File: config.mk
export PLATFORM = sky130hd
export DESIGN_NAME = i2c_slave_ctrl
export DESIGN_NICKNAME = d
export VERILOG_FILES = /design/src/rtl/i2c_pkg.sv /design/src/rtl/i2c_slave_ctrl_flex_counter.sv /design/src/rtl/i2c_slave_ctrl.sv
export SDC_FILE = /design/constraint.sdc
export NUM_CORES = 1
export LEC_CHECK = 0
export ABC_AREA = 1
export ABC_CLOCK_PERIOD_IN_PS = 3600
export BUFFER_PORTS_ARGS = -buffer_cell sky130_fd_sc_hd__buf_2
export CAP_MARGIN = 40
export CORE_MARGIN = 8
export CORE_UTILIZATION = 38
export DETAILED_ROUTE_END_ITERATION = 8
export PLACE_DENSITY = 0.54
export SLEW_MARGIN = 25
export SYNTH_ARGS = -nofsm -noshare
export SYNTH_HDL_FRONTEND = slang
export SYNTH_SLANG_ARGS = --single-unit
File: constraint.sdc
create_clock -name clk -period 3.6 [get_ports clk]
set_input_delay 0.54 -clock clk [delete_from_list [all_inputs] [get_ports clk]]
set_output_delay 0.54 -clock clk [all_outputs]
set_load 0.01 [all_outputs]
File: src/rtl/i2c_pkg.sv
// Shared types and constants for the I2C slave receive controller.
package i2c_pkg;

  localparam int ADDR_W = 7;
  localparam int BYTE_W = 8;
  localparam int CNT_W  = 4;

  localparam logic [ADDR_W-1:0] GENCALL_ADDR = 7'h00;
  localparam logic [CNT_W-1:0]  BITS_PER_BYTE = 4'd8;

  typedef enum logic [2:0] {
    IDLE     = 3'd0,
    ADDR     = 3'd1,
    ADDR_ACK = 3'd2,
    DATA     = 3'd3,
    DATA_ACK = 3'd4,
    IGNORE   = 3'd5
  } state_e;

  // Address byte selects this slave for a write: own address, or the
  // general-call address when that feature is enabled. R/W bit must be 0.
  function automatic logic addr_hit(input logic [BYTE_W-1:0] addr_byte,
                                    input logic [ADDR_W-1:0] own_addr,
                                    input logic              gencall_en);
    logic hit;
    hit = 1'b0;
    if (addr_byte[0] == 1'b0) begin
      if (addr_byte[BYTE_W-1:1] == own_addr) begin
        hit = 1'b1;
      end else if (gencall_en && (addr_byte[BYTE_W-1:1] == GENCALL_ADDR)) begin
        hit = 1'b1;
      end else begin
        hit = 1'b0;
      end
    end else begin
      hit = 1'b0;
    end
    return hit;
  endfunction

endpackage

File: src/rtl/i2c_slave_ctrl_flex_counter.sv
// Bit counter for the I2C slave: clears, counts on enable, wraps to 1 after
// reaching rollover_val, and flags (registered) when the count equals rollover_val.
module flex_counter #(
  parameter int NUM_CNT_BITS = 4
) (
  input  logic                    clk,
  input  logic                    rst,
  input  logic                    clear,
  input  logic                    count_enable,
  input  logic [NUM_CNT_BITS-1:0] rollover_val,
  output logic                    rollover_flag
);

  logic [NUM_CNT_BITS-1:0] count_q, count_d;
  logic                    flag_q, flag_d;

  // Next count value and whether it lands on the rollover value.
  always_comb begin
    count_d = count_q;
    if (clear) begin
      count_d = '0;
    end else if (count_enable) begin
      if (count_q == rollover_val) begin
        count_d = {{(NUM_CNT_BITS-1){1'b0}}, 1'b1};
      end else begin
        count_d = count_q + {{(NUM_CNT_BITS-1){1'b0}}, 1'b1};
      end
    end else begin
      count_d = count_q;
    end
    flag_d = (count_d == rollover_val);
  end

  // Count and flag registers with synchronous reset.
  always_ff @(posedge clk) begin
    if (rst) begin
      count_q <= '0;
      flag_q  <= 1'b0;
    end else begin
      count_q <= count_d;
      flag_q  <= flag_d;
    end
  end

  assign rollover_flag = flag_q;

endmodule

File: src/rtl/i2c_slave_ctrl.sv
// I2C slave receive controller (write-only target). Decodes the address
// byte, ACKs matching transactions, captures data bytes into a one-entry
// holding register and NACKs on overrun.
// Optional feature: define I2C_SLAVE_GENCALL_EN to also accept the general
// call address (byte 8'h00).
module i2c_slave_ctrl
  import i2c_pkg::*;
#(
  parameter logic [6:0] SLAVE_ADDR = 7'h2A
) (
  input  logic       clk,
  input  logic       rst,
  input  logic       scl_rise,
  input  logic       scl_fall,
  input  logic       start_found,
  input  logic       stop_found,
  input  logic       sda_in,
  input  logic       rx_read,
  output logic       sda_drive,
  output logic [7:0] rx_data,
  output logic       rx_full,
  output logic       overrun,
  output logic       addr_match,
  output logic       busy
);

`ifdef I2C_SLAVE_GENCALL_EN
  localparam logic GENCALL_EN = 1'b1;
`else
  localparam logic GENCALL_EN = 1'b0;
`endif

  state_e              state_q, state_d;
  logic [BYTE_W-1:0]   shift_q, shift_d;
  logic [BYTE_W-1:0]   rx_data_q, rx_data_d;
  logic                rx_full_q, rx_full_d;
  logic                overrun_q, overrun_d;
  logic                ack_q, ack_d;
  logic                sda_drive_q, sda_drive_d;
  logic                addr_match_q, addr_match_d;
  logic                busy_q, busy_d;

  logic                rise_v_s, fall_v_s;
  logic                cnt_clear_s, cnt_en_s, byte_done_s;
  logic                holding_s;

  // Simultaneous rise and fall is treated as noise and ignored.
  assign rise_v_s  = scl_rise & ~scl_fall;
  assign fall_v_s  = scl_fall & ~scl_rise;
  // A pop in the same cycle frees the holding register for a new load.
  assign holding_s = rx_full_q & ~rx_read;

  flex_counter #(
    .NUM_CNT_BITS (CNT_W)
  ) u_bit_cnt (
    .clk           (clk),
    .rst           (rst),
    .clear         (cnt_clear_s),
    .count_enable  (cnt_en_s),
    .rollover_val  (BITS_PER_BYTE),
    .rollover_flag (byte_done_s)
  );

  // State and datapath registers; reset overrides every input.
  always_ff @(posedge clk) begin
    if (rst) begin
      state_q      <= IDLE;
      shift_q      <= 8'h00;
      rx_data_q    <= 8'h00;
      rx_full_q    <= 1'b0;
      overrun_q    <= 1'b0;
      ack_q        <= 1'b0;
      sda_drive_q  <= 1'b0;
      addr_match_q <= 1'b0;
      busy_q       <= 1'b0;
    end else begin
      state_q      <= state_d;
      shift_q      <= shift_d;
      rx_data_q    <= rx_data_d;
      rx_full_q    <= rx_full_d;
      overrun_q    <= overrun_d;
      ack_q        <= ack_d;
      sda_drive_q  <= sda_drive_d;
      addr_match_q <= addr_match_d;
      busy_q       <= busy_d;
    end
  end

  // Next state, bit sampling and byte hand-off; STOP beats START.
  always_comb begin
    state_d     = state_q;
    shift_d     = shift_q;
    rx_data_d   = rx_data_q;
    rx_full_d   = rx_full_q & ~rx_read;
    overrun_d   = overrun_q;
    ack_d       = ack_q;
    cnt_clear_s = 1'b0;
    cnt_en_s    = 1'b0;
    if (stop_found) begin
      state_d     = IDLE;
      cnt_clear_s = 1'b1;
    end else if (start_found) begin
      state_d     = ADDR;
      cnt_clear_s = 1'b1;
    end else begin
      case (state_q)
        IDLE: begin
          state_d = IDLE;
        end
        ADDR: begin
          if (rise_v_s) begin
            shift_d  = {shift_q[BYTE_W-2:0], sda_in};
            cnt_en_s = 1'b1;
          end else if (fall_v_s && byte_done_s) begin
            if (addr_hit(shift_q, SLAVE_ADDR, GENCALL_EN)) begin
              state_d = ADDR_ACK;
            end else begin
              state_d = IGNORE;
            end
          end else begin
            state_d = ADDR;
          end
        end
        ADDR_ACK: begin
          if (fall_v_s) begin
            state_d     = DATA;
            cnt_clear_s = 1'b1;
          end else begin
            state_d = ADDR_ACK;
          end
        end
        DATA: begin
          if (rise_v_s) begin
            shift_d  = {shift_q[BYTE_W-2:0], sda_in};
            cnt_en_s = 1'b1;
          end else if (fall_v_s && byte_done_s) begin
            state_d = DATA_ACK;
            if (!holding_s) begin
              rx_data_d = shift_q;
              rx_full_d = 1'b1;
              ack_d     = 1'b1;
            end else begin
              overrun_d = 1'b1;
              ack_d     = 1'b0;
            end
          end else begin
            state_d = DATA;
          end
        end
        DATA_ACK: begin
          if (fall_v_s) begin
            cnt_clear_s = 1'b1;
            if (ack_q) begin
              state_d = DATA;
            end else begin
              state_d = IGNORE;
            end
          end else begin
            state_d = DATA_ACK;
          end
        end
        IGNORE: begin
          state_d = IGNORE;
        end
        default: begin
          state_d     = IDLE;
          cnt_clear_s = 1'b1;
        end
      endcase
    end
  end

  // Registered outputs derived from the state being entered.
  always_comb begin
    sda_drive_d  = 1'b0;
    addr_match_d = addr_match_q;
    busy_d       = (state_d != IDLE);
    case (state_d)
      ADDR_ACK: sda_drive_d = 1'b1;
      DATA_ACK: sda_drive_d = ack_d;
      default:  sda_drive_d = 1'b0;
    endcase
    if (stop_found || start_found) begin
      addr_match_d = 1'b0;
    end else if (state_d == ADDR_ACK) begin
      addr_match_d = 1'b1;
    end else begin
      addr_match_d = addr_match_q;
    end
  end

  assign sda_drive  = sda_drive_q;
  assign rx_data    = rx_data_q;
  assign rx_full    = rx_full_q;
  assign overrun    = overrun_q;
  assign addr_match = addr_match_q;
  assign busy       = busy_q;

endmodule

==> results.toml <==
[route]
num_vias = 1233
drtPass1Iterations = 4
vias_per_cell = 4.62
routed_wl_um = 3000
drc = 0
drtIter0Drc = 77
wl_per_cell_um = 11.2
drtAntennaViolNets = 0

[worst_setup_path]
critical_path_required_ns = 3.78
cp-startpoint = "state_q[2]"
worst_setup_path_end_kind = "register"
reg2reg_depth = 10
rrSetupSlack_ns = 1.94
crit_path_end = "sda_drive"
crit_type = "reg2reg"
r2r-end = "sda_drive"
path_max_fanout = 12
worstPathArrival_ns = 1.84
regToRegStartpoint = "state_q[2]"
start_kind = "register"

[sta]
fin_skew_ns = 0.00347
finalCritPeriodShare = 0.462
hold_slack_ns = 0.445
setup-violations-final = 0
fmax_mhz = 601
max_slew_margin = 0.751
rsz0062_at_grt = "no"
finalSetupTns_ns = 0
min_period_ns = 1.66
fin_ws_ns = 1.94
finalHoldViolCount = 0
tightest_slew_ns = 0.373
drv_slew = 0

[finish]
drive_gt1_frac = 0.183
diodes = 0
fin_area_sq_mm = 0.00167
final_cell_mix = "42 x nand2_1, 30 x inv_1, 30 x dfxtp_1"
ff_latch_area_sq_um = 601
multi_input_area_sq_um = 684
area_growth_syn_to_layout_pct = 15.9
layout_commonest_cell = "nand2_1"
nets = 229
n_fill_cell = 358
utilization = 0.457

[global_routing]
grtUsageMet3 = 0.0415
top_usage_layer = "met2"
antenna_found_initial = 0
grt_use_met2 = 0.170
grt_max_degree = 17
grt_pass1_wl_um = 5060
track_usage = 0.102
grt_pass1_vias = 1162
grtUsageMet1 = 0.114
grt_overflow_total = 0

[die]
die-area_sq_mm = 0.00602
die_w_um = 77.6
start_util = 0.394
rows = 22
coreArea_sq_mm = 0.00366
die_h_um = 77.6
ios = 21

[power_and_ir_drop]
leakagePower_nw = 0.717
power_density_mw_per_mm2 = 405
irDropWorstVdd_mv = 0.259

[outcome]
status = "complete, no violations"

[synth]
postSynthAreaPerCell_sq_um = 7.36
ys_ff_latch = 30
syn_nets = 207
yosys_warnings = 0
synth_cells = 196
syn_area_sq_mm = 0.00144
ys_seq_area_frac = 0.416
synth.distinct_cells = 27

[min_path]
worstHoldPathType = "reg2reg"

[clock_network]
clk_latency_ns = 0.28
ctsHoldBuffers = 0
tritoncts = "done"
cts_root_buffer = "clkbuf_8"
cts.sinks = 30
clk_pin_slew_ns = 0.06
cts_buffers = 5
cts-resized-gates = 0
cts_setup_buffers = 0
h-tree-depth = 2
clock_path_buffers = 2

[place]
placed_area_sq_mm = 0.00156
gp_congestion = 0.817
dpl_worst_slack_ns = 1.74
dpl.hpwl_um = 2280
io_buffers = 20

[run]
drv_cap = 0
[worst max-delay path, stage by stage, from the launching register on]
cell and delay, ns:
dfxtp_1 0.33, inv_1 0.15, nand2_4 0.11, nor2_1 0.14, nand2_1 0.12, nor2_4 0.28
nand2_1 0.11, o21ai_0 0.13, nor2_1 0.08, nor2_1 0.09, nor2_1 0.04
[report_power, final]
group	switching (mW)	total, mW	internal [mW]
clock	0.121	0.314	0.193
combinational	0.0193	0.0282	0.00890
sequential	0.00145	0.335	0.334
[logic make-up after synthesis]
group,after synthesis,synth area share
compound gates,35,0.128
simple gates,90,0.308
xor+xnor,2,0.0121
flops,30,0.416
buf+inv,36,0.109
fa+ha+maj,3,0.0260
[how the worst min path moves through the flow]
stage | cells past startpoint | to | startpoint | slack, ns
3_5_place_dp | 2 | addr_match | addr_match | 0.44
5_1_grt | 2 | rx_data[1] | rx_data[1] | 0.48
4_1_cts | 2 | addr_match | addr_match | 0.45
3_3_place_gp | 2 | overrun | overrun | 0.44
6_report | 2 | addr_match | addr_match | 0.44
2_1_floorplan | 2 | shift_q[7] | shift_q[7] | 0.44
[synthesized netlist by cell type]
master    instances  area [sq um]
nand2_1          42           158
dfxtp_1          30           601
inv_1            30           113
a21oi_1          19          95.1
nor2_1           17          63.8
nand3_1          16          80.1
o21ai_0          12          60.1
nor3_1            4          20.0
ha_1              3          37.5
nor2_4            3          33.8
clkbuf_1          2          7.51
nand2_4           2          22.5
xor2_1            2          17.5
a21oi_2           1          8.76
buf_6             1          11.3
buf_8             1          15.0
clkbuf_4          1          7.51
clkinv_1          1          3.75
nand3_2           1          10.0
nand3_4           1          17.5
nand4_1           1          6.26
nor2_2            1          6.26
nor2_8            1          20.0
o21a_1            1          7.51
o21ai_1           1          5.00
o21ai_2           1          8.76
or2_2             1          6.26
[layer usage]
layer  share of wire  vias to the layer above
met5               0                        -
met4          0.0090                        0
met3           0.050                        5
met2            0.47                       17
met1            0.47                      549
li1                -                      662
[stage by stage]
step	std cells	total power [mW]
floorplan	196	0.362
global placement	259	0.371
detailed placement	259	0.371
CTS	267	0.686
global route	267	0.706
finish	267	0.677
[registers in the layout, summed over array words and instances, names as in the netlist]
name and count:
rx_data 8, busy 1, sda_drive 1, overrun 1, shift_q 8, rx_full 1
addr_match 1, u_bit_cnt.count_q 4, ack_q 1, state_q 3, u_bit_cnt.rollover_flag 1
[layout make-up]
type                    instances  share of cell area
inverters                      31              0.0696
multi-input cells             130               0.409
clock buffers                   8              0.0659
flip-flops and latches         30               0.359
repair buffers                 20              0.0599
well taps                      48              0.0359
No activity file was read; power rests on OpenSTA's default activity.
